### config.mk
export PLATFORM = sky130hd
export DESIGN_NAME = chs_conf_sequencer_flat
export DESIGN_NICKNAME = d
export VERILOG_FILES = /design/src/rtl/chs_pkg.sv /design/src/rtl/chs_conf_sequencer_if.sv /design/src/rtl/chs_conf_sequencer_rr_arbiter.sv /design/src/rtl/chs_conf_sequencer.sv /design/src/flat_wrapper.sv
export SDC_FILE = /design/constraint.sdc
export NUM_CORES = 1
export LEC_CHECK = 0
export CAP_MARGIN = 10
export CORE_MARGIN = 5
export CORE_UTILIZATION = 50
export CTS_CLUSTER_SIZE = 20
export DETAILED_ROUTE_END_ITERATION = 10
export MAX_ROUTING_LAYER = met4
export PLACE_DENSITY = 0.89
export SLEW_MARGIN = 5
export SYNTH_ARGS = -nofsm -noshare
export SYNTH_HDL_FRONTEND = slang
export SYNTH_SLANG_ARGS = --single-unit
### constraint.sdc
create_clock -name clk -period 4.23 [get_ports clk]
set_clock_uncertainty 0.05 [all_clocks]
set_input_delay 0.846 -clock clk [delete_from_list [all_inputs] [get_ports clk]]
set_output_delay 0.846 -clock clk [all_outputs]
set_load 0.03 [all_outputs]
### src/rtl/chs_pkg.sv
// Shared definitions for the channel-configuration sequencer: word layout,
// state encoding and the helper that packs mode/power into the config word.
package chs_pkg;

    localparam int CONF_W   = 8;
    localparam int MODE_BIT = 7;
    localparam int PWR_LSB  = 0;
    localparam int PWR_W    = 4;

    localparam logic [1:0] ST_IDLE_ENC      = 2'd0;
    localparam logic [1:0] ST_RAMP_DOWN_ENC = 2'd1;
    localparam logic [1:0] ST_SWITCH_ENC    = 2'd2;
    localparam logic [1:0] ST_RAMP_UP_ENC   = 2'd3;

    typedef enum logic [1:0] {
        IDLE      = ST_IDLE_ENC,
        RAMP_DOWN = ST_RAMP_DOWN_ENC,
        SWITCH    = ST_SWITCH_ENC,
        RAMP_UP   = ST_RAMP_UP_ENC
    } state_e;

    // Unused bits between the mode bit and the power field are always zero.
    function automatic logic [CONF_W-1:0] build_conf(input logic mode,
                                                     input logic [PWR_W-1:0] power);
        logic [CONF_W-1:0] word;
        word = '0;
        word[MODE_BIT] = mode;
        word[PWR_LSB +: PWR_W] = power;
        return word;
    endfunction

endpackage

### src/rtl/chs_conf_sequencer_if.sv
// Requester-side handshake bundle: request vector with per-requester
// mode/power data, and the registered grant pulse plus granted index.
interface chs_conf_sequencer_if #(
    parameter int N_REQ = 4,
    parameter int PWR_W = chs_pkg::PWR_W
);

    localparam int ID_W = (N_REQ > 1) ? $clog2(N_REQ) : 1;

    logic [N_REQ-1:0]       req;
    logic [N_REQ-1:0]       req_mode;
    logic [N_REQ*PWR_W-1:0] req_power;
    logic [N_REQ-1:0]       ack;
    logic [ID_W-1:0]        grant_id;

    modport master (
        output req, req_mode, req_power,
        input  ack, grant_id
    );

    modport slave (
        input  req, req_mode, req_power,
        output ack, grant_id
    );

endinterface

### src/rtl/chs_conf_sequencer_rr_arbiter.sv
// Combinational round-robin picker: returns the first asserted request at or
// above the pointer, wrapping around. The pointer itself is owned by the caller.
module rr_arbiter #(
    parameter  int N_REQ = 4,
    localparam int ID_W  = (N_REQ > 1) ? $clog2(N_REQ) : 1
) (
    input  logic [N_REQ-1:0] req,
    input  logic [ID_W-1:0]  ptr,
    output logic [N_REQ-1:0] grant,
    output logic [ID_W-1:0]  grant_idx,
    output logic             valid
);

    logic [N_REQ-1:0] rotated;
    logic [ID_W:0]    sum;

    // Rotate so the pointer sits at bit 0, take the lowest set bit, then map back.
    always_comb begin
        rotated   = N_REQ'({req, req} >> ptr);
        valid     = 1'b0;
        sum       = '0;
        grant     = '0;
        for (int k = N_REQ - 1; k >= 0; k--) begin
            if (rotated[k]) begin
                valid = 1'b1;
                sum   = {1'b0, ptr} + (ID_W + 1)'(k);
            end
        end
        if (sum >= (ID_W + 1)'(N_REQ)) begin
            sum = sum - (ID_W + 1)'(N_REQ);
        end
        grant_idx = sum[ID_W-1:0];
        if (valid) begin
            grant = N_REQ'(1) << grant_idx;
        end
    end

endmodule

### src/rtl/chs_conf_sequencer.sv
// Shares one channel-configuration word among several requesters. Grants
// round-robin, then walks the power field one step per tick toward the target,
// dropping to zero before any mode flip so the load never jumps.
module chs_conf_sequencer
    import chs_pkg::*;
#(
    parameter  int N_REQ    = 4,
    parameter  int TICK_DIV = 8,
    parameter  int PWR_W    = chs_pkg::PWR_W,
    localparam int ID_W     = (N_REQ > 1) ? $clog2(N_REQ) : 1,
    localparam int CNT_W    = $clog2(TICK_DIV)
) (
    input  logic               clk,
    input  logic               rst_n,
    chs_conf_sequencer_if.slave bus,
    output logic [CONF_W-1:0]  chs_conf,
    output logic               busy,
    output logic               done
);

    state_e           state_q, state_d;
    logic [ID_W-1:0]  ptr_q, ptr_d;
    logic [CNT_W-1:0] cnt_q, cnt_d;
    logic             tgt_mode_q, tgt_mode_d;
    logic [PWR_W-1:0] tgt_pwr_q, tgt_pwr_d;
    logic             mode_q, mode_d;
    logic [PWR_W-1:0] pwr_q, pwr_d;
    logic [N_REQ-1:0] ack_q, ack_d;
    logic [ID_W-1:0]  grant_id_q, grant_id_d;
    logic             busy_q, busy_d;
    logic             done_q, done_d;

    logic [N_REQ-1:0] arb_grant;
    logic [ID_W-1:0]  arb_idx;
    logic             arb_valid;
    logic             sel_mode;
    logic [PWR_W-1:0] sel_pwr;
    logic [PWR_W-1:0] pwr_inc;
    logic [PWR_W-1:0] pwr_dec;
    logic             tick;

    rr_arbiter #(
        .N_REQ (N_REQ)
    ) u_arb (
        .req       (bus.req),
        .ptr       (ptr_q),
        .grant     (arb_grant),
        .grant_idx (arb_idx),
        .valid     (arb_valid)
    );

    assign pwr_inc = pwr_q + PWR_W'(1);
    assign pwr_dec = pwr_q - PWR_W'(1);
    assign tick    = (cnt_q == CNT_W'(TICK_DIV - 1));

    // Pick out the mode/power carried by the one-hot winner.
    always_comb begin
        sel_mode = 1'b0;
        sel_pwr  = '0;
        for (int k = 0; k < N_REQ; k++) begin
            if (arb_grant[k]) begin
                sel_mode = bus.req_mode[k];
                sel_pwr  = bus.req_power[k*PWR_W +: PWR_W];
            end
        end
    end

    // Next-state logic for grant, ramp stepping and the mode switch.
    always_comb begin
        state_d    = state_q;
        ptr_d      = ptr_q;
        cnt_d      = cnt_q;
        tgt_mode_d = tgt_mode_q;
        tgt_pwr_d  = tgt_pwr_q;
        mode_d     = mode_q;
        pwr_d      = pwr_q;
        ack_d      = '0;
        grant_id_d = grant_id_q;
        done_d     = 1'b0;

        case (state_q)
            IDLE: begin
                if (arb_valid) begin
                    ack_d      = arb_grant;
                    grant_id_d = arb_idx;
                    ptr_d      = (arb_idx == ID_W'(N_REQ - 1)) ? '0 : arb_idx + 1'b1;
                    tgt_mode_d = sel_mode;
                    tgt_pwr_d  = sel_pwr;
                    cnt_d      = '0;
                    if (sel_mode != mode_q) begin
                        state_d = (pwr_q != '0) ? RAMP_DOWN : SWITCH;
                    end else if (pwr_q > sel_pwr) begin
                        state_d = RAMP_DOWN;
                    end else if (pwr_q < sel_pwr) begin
                        state_d = RAMP_UP;
                    end else begin
                        done_d = 1'b1;
                    end
                end
            end

            RAMP_DOWN: begin
                if (tick) begin
                    cnt_d = '0;
                    pwr_d = pwr_dec;
                    if (tgt_mode_q != mode_q) begin
                        if (pwr_dec == '0) begin
                            state_d = SWITCH;
                        end
                    end else if (pwr_dec == tgt_pwr_q) begin
                        state_d = IDLE;
                        done_d  = 1'b1;
                    end
                end else begin
                    cnt_d = cnt_q + 1'b1;
                end
            end

            SWITCH: begin
                mode_d = ~mode_q;
                pwr_d  = '0;
                cnt_d  = '0;
                if (tgt_pwr_q == '0) begin
                    state_d = IDLE;
                    done_d  = 1'b1;
                end else begin
                    state_d = RAMP_UP;
                end
            end

            RAMP_UP: begin
                if (tick) begin
                    cnt_d = '0;
                    pwr_d = pwr_inc;
                    if (pwr_inc == tgt_pwr_q) begin
                        state_d = IDLE;
                        done_d  = 1'b1;
                    end
                end else begin
                    cnt_d = cnt_q + 1'b1;
                end
            end

            default: begin
                state_d = IDLE;
            end
        endcase

        // Busy covers every non-idle cycle and lingers through the done cycle.
        busy_d = (state_d != IDLE) || (state_q != IDLE);
    end

    // State and registered outputs; reset drops the word to zero at once.
    always_ff @(posedge clk or negedge rst_n) begin
        if (!rst_n) begin
            state_q    <= IDLE;
            ptr_q      <= '0;
            cnt_q      <= '0;
            tgt_mode_q <= 1'b0;
            tgt_pwr_q  <= '0;
            mode_q     <= 1'b0;
            pwr_q      <= '0;
            ack_q      <= '0;
            grant_id_q <= '0;
            busy_q     <= 1'b0;
            done_q     <= 1'b0;
        end else begin
            state_q    <= state_d;
            ptr_q      <= ptr_d;
            cnt_q      <= cnt_d;
            tgt_mode_q <= tgt_mode_d;
            tgt_pwr_q  <= tgt_pwr_d;
            mode_q     <= mode_d;
            pwr_q      <= pwr_d;
            ack_q      <= ack_d;
            grant_id_q <= grant_id_d;
            busy_q     <= busy_d;
            done_q     <= done_d;
        end
    end

    assign chs_conf     = build_conf(mode_q, pwr_q);
    assign busy         = busy_q;
    assign done         = done_q;
    assign bus.ack      = ack_q;
    assign bus.grant_id = grant_id_q;

endmodule

### src/flat_wrapper.sv
// flat-port wrapper written by rule: the top's interface ports become plain ports
module chs_conf_sequencer_flat import chs_pkg::*;
#(
    parameter  int N_REQ    = 4,
    parameter  int TICK_DIV = 8,
    parameter  int PWR_W    = chs_pkg::PWR_W,
    localparam int ID_W     = (N_REQ > 1) ? $clog2(N_REQ) : 1,
    localparam int CNT_W    = $clog2(TICK_DIV)
)
  (clk, rst_n, chs_conf, busy, done, bus_req, bus_req_mode, bus_req_power, bus_ack, bus_grant_id);
  chs_conf_sequencer_if #(.N_REQ(N_REQ), .PWR_W(PWR_W)) bus_i ();
  input  logic clk;
  input  logic rst_n;
  output logic [CONF_W-1:0] chs_conf;
  output logic busy;
  output logic done;
  input wire logic [$bits(bus_i.req)-1:0] bus_req;
  input wire logic [$bits(bus_i.req_mode)-1:0] bus_req_mode;
  input wire logic [$bits(bus_i.req_power)-1:0] bus_req_power;
  output wire logic [$bits(bus_i.ack)-1:0] bus_ack;
  output wire logic [$bits(bus_i.grant_id)-1:0] bus_grant_id;
  assign bus_i.req = bus_req;
  assign bus_i.req_mode = bus_req_mode;
  assign bus_i.req_power = bus_req_power;
  assign bus_ack = bus_i.ack;
  assign bus_grant_id = bus_i.grant_id;
  chs_conf_sequencer #(.N_REQ(N_REQ), .TICK_DIV(TICK_DIV), .PWR_W(PWR_W)) u_core (.clk(clk), .rst_n(rst_n), .bus(bus_i), .chs_conf(chs_conf), .busy(busy), .done(done));
endmodule
# == After elaboration in Yosys (flattened, before gate mapping) ==
# Index checks and enable logic that the tools add are counted.
# totals
out_inout_bits,16
wordCells,99
reg_bits,25
# classes
shift,2
n_addsub,8
n_reduce_logical,11
n_lt_le_gt_ge,3
n_eq_ne,12
n_mux,51
bitwise,1
# op_table
cell,n
4-bit 2-to-1 mux,9
2-bit 2-to-1 mux,14
1-bit 2-to-1 mux,18
3-bit 2-to-1 mux,6
4-bit case mux with 3 select lines,1
3-bit case mux with 3 select lines,1
4-bit equality test,2
4-bit zero test,2
2-bit case mux with 4 select lines,1
8-bit by 2-bit >> shifter with 4-bit output,1
"2-bit by 2-bit adder with 3-bit output, second input constant",2
"2-bit equality test, second input constant",3
"2-bit by 1-bit inequality test with 1-bit output, second input constant",3
"4-bit by 1-bit adder with 4-bit output, second input constant",1
4-bit > comparator,1
4-bit < comparator,1
1-bit case mux with 4 select lines,1
2-bit nonzero test,2
4-bit nonzero test,1
"1-bit by 2-bit left shift with 4-bit output, first input constant",1
"4-bit by 1-bit subtractor with 4-bit output, second input constant",1
"2-bit by 1-bit adder with 3-bit output, second input constant",1
"3-bit by 1-bit adder with 3-bit output, second input constant",1
"3-bit equality test, second input constant",1
12 further kinds,13

# == Logic depth before layout (Yosys ltp) ==
# depth
word_depth,21
ltp_mapped,17
ltp_nobuf,17

# == Hierarchy ==
# A second synthesis with hierarchy kept.
# hier_totals
hier_cells,212
hier_area_um2,1908.1
# modules_own_cells
mod,cells_per_inst,instances,seq_area_each_um2,area_per_inst_um2
chs_conf_sequencer,180,1,625.6,1700.4
rr_arbiter,32,1,0.0,207.7

# == Least setup slack after synthesis ==
# Ideal clock, no wire load.
# synth_timing
kind,input-to-reg
from,input port bus_req[0]
to,register u_core.done_q (netlist: u_core.done)
arrival_ns,3.403
setup_time_ns,0.124
n_path_buf,1
stages,16
path_slack_ns,0.653
path_cell_list,nor2b_1 -> a21oi_1 -> o22ai_1 -> a21oi_1 -> ha_1 -> buf_2 -> nand2_1 -> o211ai_1 -> o211a_1 -> a21oi_1 -> or2_2 -> ha_1 -> a211oi_1 -> nand2_1 -> nor4b_2 -> a211o_1
# synth_via
elab_chain_cells,19
# synth_lines
item,line,source
from (decl),flat_wrapper.sv:17,input wire logic [$bits(bus_i.req)-1:0] bus_req;
8-bit by 2-bit >> shifter with 4-bit output *,chs_conf_sequencer_rr_arbiter.sv:19,"rotated = N_REQ'({req, req} >> ptr);"
3-bit 2-to-1 mux (3 in series),chs_conf_sequencer_rr_arbiter.sv:24,if (rotated[k]) begin
3-bit 2-to-1 mux *,chs_conf_sequencer_rr_arbiter.sv:24,
3-bit >= comparator or 2-bit by 1-bit subtractor with 2-bit output (tied branches),"chs_conf_sequencer_rr_arbiter.sv:29, chs_conf_sequencer_rr_arbiter.sv:30",
2-bit 2-to-1 mux *,chs_conf_sequencer_rr_arbiter.sv:29,if (sum >= (ID_W + 1)'(N_REQ)) begin
named net u_core.arb_idx[0],chs_conf_sequencer.sv:34,logic [ID_W-1:0] arb_idx;
1-bit by 2-bit left shift with 4-bit output *,chs_conf_sequencer_rr_arbiter.sv:34,grant = N_REQ'(1) << grant_idx;
4-bit 2-to-1 mux *,chs_conf_sequencer_rr_arbiter.sv:33,if (valid) begin
4-bit 2-to-1 mux (4 in series),chs_conf_sequencer.sv:61,if (arb_grant[k]) begin
4-bit < comparator,chs_conf_sequencer.sv:94,end else if (pwr_q < sel_pwr) begin
1-bit 2-to-1 mux,chs_conf_sequencer.sv:94,
1-bit 2-to-1 mux,chs_conf_sequencer.sv:92,end else if (pwr_q > sel_pwr) begin
1-bit 2-to-1 mux *,chs_conf_sequencer.sv:90,if (sel_mode != mode_q) begin
1-bit 2-to-1 mux *,chs_conf_sequencer.sv:83,if (arb_valid) begin
1-bit case mux with 4 select lines *,chs_conf_sequencer.sv:81,case (state_q)
named net u_core.done_d,chs_conf_sequencer.sv:31,"logic done_q, done_d;"
to (signal assigned),chs_conf_sequencer.sv:178,done_q <= done_d;
to (decl),chs_conf_sequencer.sv:31,
# The timed path passes the listed nets; every way through them passes the cells marked *.
# A chain may end at the register's enable or synchronous reset.

# == Worst setup path after layout ==
# Ends and elaborated chain as after synthesis.

==> results.md <==
* Outcome: complete, no violations
* Initial DRC Count at 132
* Tot GR Track Use at 19.7%
* Total inserted antenna cells at 0
* Worst Path Arrival at 4.19 ns
* CTS Buf Count at 3
* Nets@finish at 296
* Crit end category: flip-flop
* WL met2 at 2520 um
* Input/output buffers at 38
* Period utilisation layout at 96.4%
* Max Cap Violations at 0
* Final Util at 64.8%
* Starting Density at 52.3%
* Worst Max-Slew Pin Slew at 0.720 ns
* Final min period at 4.08 ns
* Final Hold Fails at 0
* DRC Markers at 0
* Via density at 5.88
* Placer Congestion at 0.896
* Layout area overhead at 24.0%
* Hold Crit Class: flip-flop to flip-flop
* CORE AREA at 0.00372 mm2
* Synth cell count leaders: nand2_1, dfrtp_1, o21ai_0
* Vias in the first global route at 1,764
* Dominant delay contributor by cell family on the critical path: compound AO/OA/AOI/OAI gates
* Critical path's slowest cell: clkdlybuf4s50_1
* DR WL/cell at 16.3 um
* Share of cells above drive strength 1 at 14.1%
* Die Span Y at 72.3 um
* Final non-filler cell total at 304
* Number of synthesized register bits at 25
* Clk slew on worst S/H paths at 0.09 ns
* Seq/Total Area, Yosys at 32.2%
* Fillers at 288
* Synthesized cell area at 0.00194 mm2
* Die Footprint at 0.00523 mm2
* Yosys top cell by area: dfrtp_1
* Slew HR at 51.6%
* Vias at 1,786
* Post-synth EDFFs at 0
* Req. time, crit path at 4.34 ns
* Hpwl dp at 3670 um
* Final Cell Area at 0.00241 mm2
* Worst setup SP type: primary input
* DRT Wirelength at 4960 um
* Synth Warn # at 0
* Top sig layer: met4
* Met3 wire len at 238 um
* Count leader, synth: nand2_1
* Row Count at 22
* Top cells by area, synth: dfrtp_1, ha_1, nand2_1
* Longest Clk Path Bufs at 2
* Worst-path maximum fanout at 5
* Post-Syn Instances at 219
* Cell mode on critical path: a21oi_1
* Placed inst area at 0.00231 mm2
* I/O pin count at 42
* Pwr/cell area at 239 mW/mm2
* Crit path cell chain: clkdlybuf4s50_1, nor2b_2, a21oi_1, o22ai_1, a21oi_2, inv_1, ha_2, clkinvlp_4, o211ai_1, o211a_1, a21oi_1, or2_2, ha_1, a211oi_1, nand2_1, nor4b_2, a211o_1
* Initial antenna violation count at 0
* Sink Count at 25
* Placed cell count at 297
* Syn Area/Cell at 8.87 um2
* Post-route ant nets at 0
* Async SR Flop Fraction at 100%
* First-pass GRT wire length at 8070 um
* TritonCTS clock tree: built
* M1 wire length at 2080 um
* Horiz. Die Dim at 72.3 um
* Crit path buf inv count at 3
* Static Leak at 1.05 nW
* Netlist cell types at 54
* CTS Hold Bufs at 0
* Drt pass-1 iters at 6
* Insertion delay to the later sink of the worst-skew pair at 0.27 ns
* Root buf cell: clkbuf_8
* Crit path kind: primary input to flip-flop
* Pins Over Slew Limit at 0
* Largest net degree at the start of global routing at 26
* FMAX at 0.245 GHz
* Overflow left after global routing at 0
* Top FF cell, synth: dfrtp_1
* Max incr delay on CP at 0.54 ns
* Number of H-tree levels at 1
* Final setup vio count at 0
* VDD IR max at 117 uV
* Area share of the largest cell type after synthesis at 32.2%
state kept, by name (all words and copies together), names as in the netlist:
register,cells
u_core.bus.grant_id,2
u_core.bus.ack,4
u_core.ptr_q,2
u_core.busy,1
u_core.tgt_mode_q,1
u_core.pwr_q,4
u_core.mode_q,1
u_core.cnt_q,3
u_core.done,1
u_core.tgt_pwr_q,4
u_core.state_q,2
per-stage QoR:
stage               setup WS, ns  hold slack (ns)  power (mW)  TNS [ns]
floorplan                  0.653            0.404       0.364         0
global placement          0.0571            0.421       0.413         0
detailed placement        -0.147            0.435       0.418    -0.424
CTS                       0.0968            0.456       0.563         0
global route              -0.114            0.487       0.605    -0.369
finish                     0.151            0.450       0.576         0
area by class of cell:
class	instances	area, um2	area share (%)
inverters	12	48.8	2.03
flip-flops and latches	25	626	26.0
clock buffers	4	45.0	1.87
multi-input cells	169	1200	49.7
repair inverters	1	5.00	0.208
repair buffers	45	428	17.8
well taps	48	60.1	2.49
power by group:
group | switching [mW] | internal [mW] | total [mW] | leakage (nW)
clock network | 0.0767 | 0.0673 | 0.144 | 0.0228
logic | 0.0939 | 0.0935 | 0.187 | 0.713
registers | 0.00342 | 0.241 | 0.245 | 0.313
worst min-delay path, delay by kind of cell, from the launching register on:
kind / cells / cell delay (ns)
DFF: 1 / 0.36
and+or+nand+nor: 1 / 0.05
AOI/OAI and AO/OA: 1 / 0.06
placed cells by master (no fill, tap or decap), drive strengths merged, types with 3 or more instances in the layout:
| master | Yosys | final |
|---|---|---|
| xor2 | 6 | 6 |
| o211ai | 6 | 6 |
| or2 | 3 | 3 |
| nor3 | 4 | 4 |
| nand3 | 3 | 3 |
| nand2b | 5 | 5 |
| dfrtp | 25 | 25 |
| nand2 | 29 | 29 |
| ha | 13 | 13 |
| clkdlybuf4s50 | 0 | 37 |
| xnor2 | 7 | 7 |
| o211a | 4 | 4 |
| a21oi | 12 | 12 |
| buf | 12 | 8 |
| nand3b | 3 | 3 |
| nor2 | 13 | 13 |
| o22ai | 6 | 6 |
| o21ai | 16 | 16 |
| clkbuf | 3 | 4 |
| and3 | 4 | 4 |
| conb | 1 | 3 |
| a22o | 3 | 3 |
| inv | 11 | 11 |
metal layers:
layer	global-route usage, %	up-vias
met5	-	-
met4	6.05	0
met3	2.49	16
met2	34.1	69
met1	23.8	857
li1	-	844
kinds of logic (layout without fill, tap and decap cells):
| group | after synthesis | count (layout) | synth area share [%] |
|---|---|---|---|
| other | 1 | 3 | 0.193 |
| multiplexers | 4 | 4 | 2.19 |
| adder cells (fa/ha/maj) | 13 | 13 | 8.38 |
| XOR/XNOR | 13 | 13 | 6.25 |
| buffers and inverters | 27 | 62 | 8.18 |
| flip-flops | 25 | 25 | 32.2 |
| AND/OR/NAND/NOR | 77 | 77 | 20.8 |
| AO/OA/AOI/OAI | 59 | 59 | 21.8 |
repair_timing:
item / CTS / global route
endpoints found under the setup margin: 0 / 4
resized for setup: 0 / 9
buffers inserted: 0 / 2
worst paths after layout:
check                                       startpoint                                 end  slack, ns  cells past startpoint
max                                         bus_req[0]               u_core.done$_DFF_PN0_       0.15                     17
min                        u_core.cnt_q[1]$_DFFE_PN0P_         u_core.cnt_q[1]$_DFFE_PN0P_       0.45                      2
max reg2reg                u_core.ptr_q[1]$_DFFE_PN0P_               u_core.done$_DFF_PN0_       0.82                     16
min reg2reg                u_core.cnt_q[1]$_DFFE_PN0P_         u_core.cnt_q[1]$_DFFE_PN0P_       0.45                      2
max in group asynchronous                        rst_n  u_core.bus.grant_id[1]$_DFFE_PN0P_       3.24                      1
min in group asynchronous                        rst_n         u_core.bus.ack[1]$_DFF_PN0_       0.51                      1
Power figures use the tool's default switching activity.
==> RTL change 1: new RTL, config.mk and constraints unchanged <==
Reset style: synchronous (`rst_n`), changed in one clocked block.
--- a/src/rtl/chs_conf_sequencer.sv
+++ b/src/rtl/chs_conf_sequencer.sv
@@ -152,5 +152,5 @@
 
     // State and registered outputs; reset drops the word to zero at once.
-    always_ff @(posedge clk or negedge rst_n) begin
+    always_ff @(posedge clk) begin
         if (!rst_n) begin
             state_q    <= IDLE;
Function: differs if rst_n is asserted again (counterexample within 4 cycles, from zero or initial values and one cycle with rst_n low); with rst_n held inactive, the same outputs for 10 cycles.
==> RTL change 1 against the unedited design <==
- critical path depth unchanged
- die area is 3.5% lower
- design area down 2.9%
- hold slack worse by 34 ps
- wire length down 8.5%
- register-to-register slack better by 210 ps
- area after synthesis decreased by 4.1%
- worst setup slack gained 170 ps
- sequential cell count stayed put
Power is not compared: it rests on default switching activity, and its combinational part moved more than twofold at a synthesized area within 25%.
==> RTL change 1: results (changes against the unedited design) <==
status=finished, final reports clean (unchanged); Critical Path Fanout Max=6 (was 5); critical path arrival=4000 ps (was 4190 ps); Non-Filler Instances=310 (was 304); Synth Area in Compound Gates=22.6% (was 21.8%); initial drt markers=166 (was 132); drt total wl=4.54 mm (was 4.96 mm); pin count of the biggest net entering global routing=25 (was 26); initial antenna violation count=0 (unchanged); worst reg-to-reg path cell count=16 (unchanged); met2 usage=31.5% (was 34.1%); Filler Cells Inserted=308 (was 288); Clk Tree Root Cell=clkbuf_8 (unchanged); Final nets=302 (was 296); share of post-route cells with drive strength above 1=9.16% (was 14.1%); Max Clock Freq=0.256 GHz (was 0.245 GHz); CP endpoint=u_core.busy (was u_core.done); Peak VDD IR=around 0.33 mV; Worst-path clk slew=90 ps (about the same); Hold Crit Start=u_core.bus.grant_id[0] (was u_core.cnt_q[1]); Post-Synth Adder-Cell Area=8.73% (was 8.38%); largest cells by area after synthesis=dfxtp_1 (27%), ha_1 (8.7%), nand2_1 (5.8%) (was dfrtp_1 (32%), ha_1 (8.4%), nand2_1 (5.4%)); Synth async-reset ratio=0% (was 100%); reg2reg start=u_core.ptr_q[0] (was u_core.ptr_q[1]); Tcrit/Tclk final=92.5% (was 96.4%); M1 wire length=2.06 mm (was 2.08 mm); register area=500 µm² (was 626 µm²); WHS=416 ps (was 450 ps); post-synthesis mux area share=1.61% (was 2.19%); largest delay contributor family on the critical path=compound AO/OA/AOI/OAI gates (unchanged); Worst path max stage delay=480 ps (was 540 ps); setup slack, reg-to-reg=1030 ps (was 820 ps); Total Routing Usage GR=19.4% (was 19.7%); clk_lat worst skew=approximately 280 ps; Pre-Repair DR Iteration Count=4 (was 6); Avg Cell Area, Syn=8.17 µm² (was 8.87 µm²); critical path startpoint=bus_req[3] (was bus_req[0]); most instantiated cells after synthesis=nand2_1 (29), dfxtp_1 (25), o21ai_0 (16) (was nand2_1 (28), dfrtp_1 (25), o21ai_0 (15)); WHS Endpoint=u_core.bus.grant_id[0] (was u_core.cnt_q[1]); DR top layer=met4 (unchanged); grt met3 use=3.55% (was 2.49%); Worst Tran Pin Value=656 ps (was 720 ps); CP Class=input pin to flip-flop (unchanged); Post-DP Area=2280 µm² (was 2310 µm²); routed vias/inst=5.62 (was 5.88); count of cell types in the netlist=57 (was 54); number of CTS-inserted buffers=3 (unchanged); grt met1 use=24.4% (was 23.8%); met2 routed WL=2.17 mm (was 2.52 mm); XOR/XNOR Fraction of Synth Area=6.58% (was 6.25%); pre-CTS setup slack=-77.4 ps (was -147 ps); Hold Path Depth=2 (unchanged); vias in the first global route=1675 (was 1764); routability cong.=0.891 (was 0.896); Port Buffers=38 (unchanged); register area share after synthesis=26.9% (was 32.2%); Detail Placement HPWL=3.50 mm (was 3.67 mm); P_leak=~0.97 nW; met3 WL=264 µm (was 238 µm); first-pass GRT wire length=7.82 mm (was 8.07 mm)
## RTL change 1: layout make-up
type | instances | share of cell area [%]
Tap cell | 48 | 2.57
Timing Repair Buffer | 46 | 18.9
Sequential cell | 25 | 21.4
Inverter | 8 | 1.28
Clock buffer | 4 | 1.93
Multi-Input combinational cell | 179 | 53.9
## RTL change 1: timing repair
action | 4_1_cts | 5_1_grt
endpoints found under the setup margin | 0 | 2
endpoints found under the hold margin | 0 | 0
gates resized for setup | 0 | 2
## RTL change 1: power by group
group | leakage [nW] | total, mW | switching, mW | internal, mW
logic | 0.738 | 0.744 | 0.404 | 0.339
registers | 0.205 | 0.407 | 0.103 | 0.304
clock network | 0.0228 | 0.147 | 0.0796 | 0.0676
## RTL change 1: cells by family after synthesis
family,after synthesis
simple gates,87
flops,25
xor+xnor,14
mux,3
compound gates,59
buf+inv,26
fa+ha+maj,13
other cells,1
==> RTL change 2: new RTL, same settings <==
Made on the original files. `TICK_DIV` is set to 8 in 2 places; all go to 4.
--- a/src/rtl/chs_conf_sequencer.sv
+++ b/src/rtl/chs_conf_sequencer.sv
@@ -6,5 +6,5 @@
 #(
     parameter  int N_REQ    = 4,
-    parameter  int TICK_DIV = 8,
+    parameter  int TICK_DIV = 4,
     parameter  int PWR_W    = chs_pkg::PWR_W,
     localparam int ID_W     = (N_REQ > 1) ? $clog2(N_REQ) : 1,
--- a/src/flat_wrapper.sv
+++ b/src/flat_wrapper.sv
@@ -3,5 +3,5 @@
 #(
     parameter  int N_REQ    = 4,
-    parameter  int TICK_DIV = 8,
+    parameter  int TICK_DIV = 4,
     parameter  int PWR_W    = chs_pkg::PWR_W,
     localparam int ID_W     = (N_REQ > 1) ? $clog2(N_REQ) : 1,
Function: changed (a bounded check fails within 10 cycles, from zero or initial values and one cycle with rst_n low).
==> RTL change 2 against the unedited design <==
- total power down 20%
- area after synthesis shrank 10%
- sequential cell count is 1 lower
- wire length is 18% lower
- design area decreased by 11%
- cell count is 5.6% lower
- critical path depth shrank 1
- worst setup slack better by 110 ps
- largest power group unchanged
- highest routed layer unchanged
==> RTL change 2: results (changes against the unedited design) <==
largest delay contributor family on the critical path=compound AO/OA/AOI/OAI gates (unchanged); initial drt markers=110 (was 132); grt met3 use=4.07% (was 2.49%); CP max stage cell=clkdlybuf4s50_1 (unchanged); WL per Instance=14.3 µm (was 16.3 µm); Final nets=281 (was 296); Worst Hold Class=flip-flop to flip-flop (unchanged); Non-Filler Instances=287 (was 304); CTS resizes=0 (unchanged); met2 routed WL=2.02 mm (was 2.52 mm); Yosys Warn Count=0 (unchanged); initial antenna violation count=0 (unchanged); Port Buffers=38 (unchanged); Max H-tree Level=1 (unchanged); DR top layer=met4 (unchanged); routability cong.=0.873 (was 0.896); post-synthesis mux area share=2.30% (was 2.19%); Peak VDD IR=0.189 mV (was 0.117 mV); post-CTS setup repair buffer count=0 (unchanged); Pre-Repair DR Iteration Count=5 (was 6); share of post-route cells with drive strength above 1=4.56% (was 14.1%); Filler Cells Inserted=309 (was 288); largest cells by area after synthesis=dfrtp_1 (35%), ha_1 (8.6%), nand2_1 (8.0%) (was dfrtp_1 (32%), ha_1 (8.4%), nand2_1 (5.4%)); critical path arrival=4080 ps (was 4190 ps); Post-Synth Adder-Cell Area=8.63% (was 8.38%); Final min period=3960 ps (was 4080 ps); grt met1 use=21.6% (was 23.8%); vias in the first global route=1624 (was 1764); Critical Path Fanout Max=6 (was 5); pin count of the biggest net entering global routing=25 (was 26); clk_lat worst skew=300 ps (was 270 ps); Detail Placement HPWL=3.23 mm (was 3.67 mm); Sw Share=29.0% (was 30.2%); antenna diode count=0 (unchanged); worst-case clock buffer depth=2 (unchanged); register area share after synthesis=34.5% (was 32.2%); met2 usage=30.1% (was 34.1%); M1 wire length=1.79 mm (was 2.08 mm); Worst Tran Pin Value=1030 ps (was 720 ps); Avg Cell Area, Syn=8.29 µm² (was 8.87 µm²); most instantiated cells after synthesis=nand2_1 (37), dfrtp_1 (24), o21ai_0 (19) (was nand2_1 (28), dfrtp_1 (25), o21ai_0 (15)); Post-synth EDFFs=0 (unchanged); Total Routing Usage GR=18.2% (was 19.7%); Worst-path clk slew=110 ps (was 90 ps); first-pass GRT wire length=7.05 mm (was 8.07 mm); count of cell types in the netlist=40 (was 54); Synth async-reset ratio=100% (unchanged); routed vias/inst=5.45 (was 5.88); Synth Area in Compound Gates=18.3% (was 21.8%); status=finished, final reports clean (unchanged); Clk Tree Root Cell=clkbuf_4 (was clkbuf_8); met3 WL=200 µm (was 238 µm); P_leak=0.909 nW (was 1.05 nW); XOR/XNOR Fraction of Synth Area=7.98% (was 6.25%)
[RTL change 2: changes by cell type after synthesis, moves of 4 or more]
cell / unedited run / this run
a21oi_1: 12 / 16
nand2_1: 28 / 37
o211a_1: 4 / 0
o211ai_1: 6 / 0
o21ai_0: 15 / 19
[RTL change 2: power by group through the flow]
| stage | combinational [mW] | sequential, mW | clock, mW |
|---|---|---|---|
| after detailed placement | 0.128 | 0.239 | 0 |
| after global routing | 0.146 | 0.235 | 0.107 |
| after global placement | 0.123 | 0.239 | 0 |
| after CTS | 0.129 | 0.235 | 0.0980 |
| final | 0.130 | 0.235 | 0.0938 |
| after floorplan | 0.0778 | 0.240 | 0 |
[RTL change 2: final timing paths]
kind | start | end | slack, ps | cells after the start
worst max-delay path | bus_req[0] | u_core.busy | 270 | 16
worst min-delay path | u_core.cnt_q[0] | u_core.cnt_q[0] | 440 | 1
worst max register to register | u_core.ptr_q[0] | u_core.busy | 940 | 15
worst min register to register | u_core.cnt_q[0] | u_core.cnt_q[0] | 440 | 1
max in group asynchronous | rst_n | u_core.ptr_q[0] | 2470 | 1
min in group asynchronous | rst_n | u_core.pwr_q[0] | 1040 | 1
[RTL change 2: cell type report]
cell class                 instances  area, µm²  share of cell area [%]
sequential                        24        601                    28.0
clock buffer                       3       22.5                    1.05
timing repair buffer              40        395                    18.4
multi-input combinational        161       1020                    47.6
tap                               46       57.6                    2.68
inverter                          13       48.8                    2.27
[RTL change 2: metrics by stage]
stage	setup TNS [ps]	instance area [µm²]	utilization, %	worst slack, ps
after floorplan	0	1750	-	804
after global placement	0	2120	63.1	57.4
after detailed placement	-113	2120	63.1	-63.0
after CTS	0	2140	63.7	250
after global routing	-0.965	2150	63.9	-0.965
final	0	2150	63.9	265
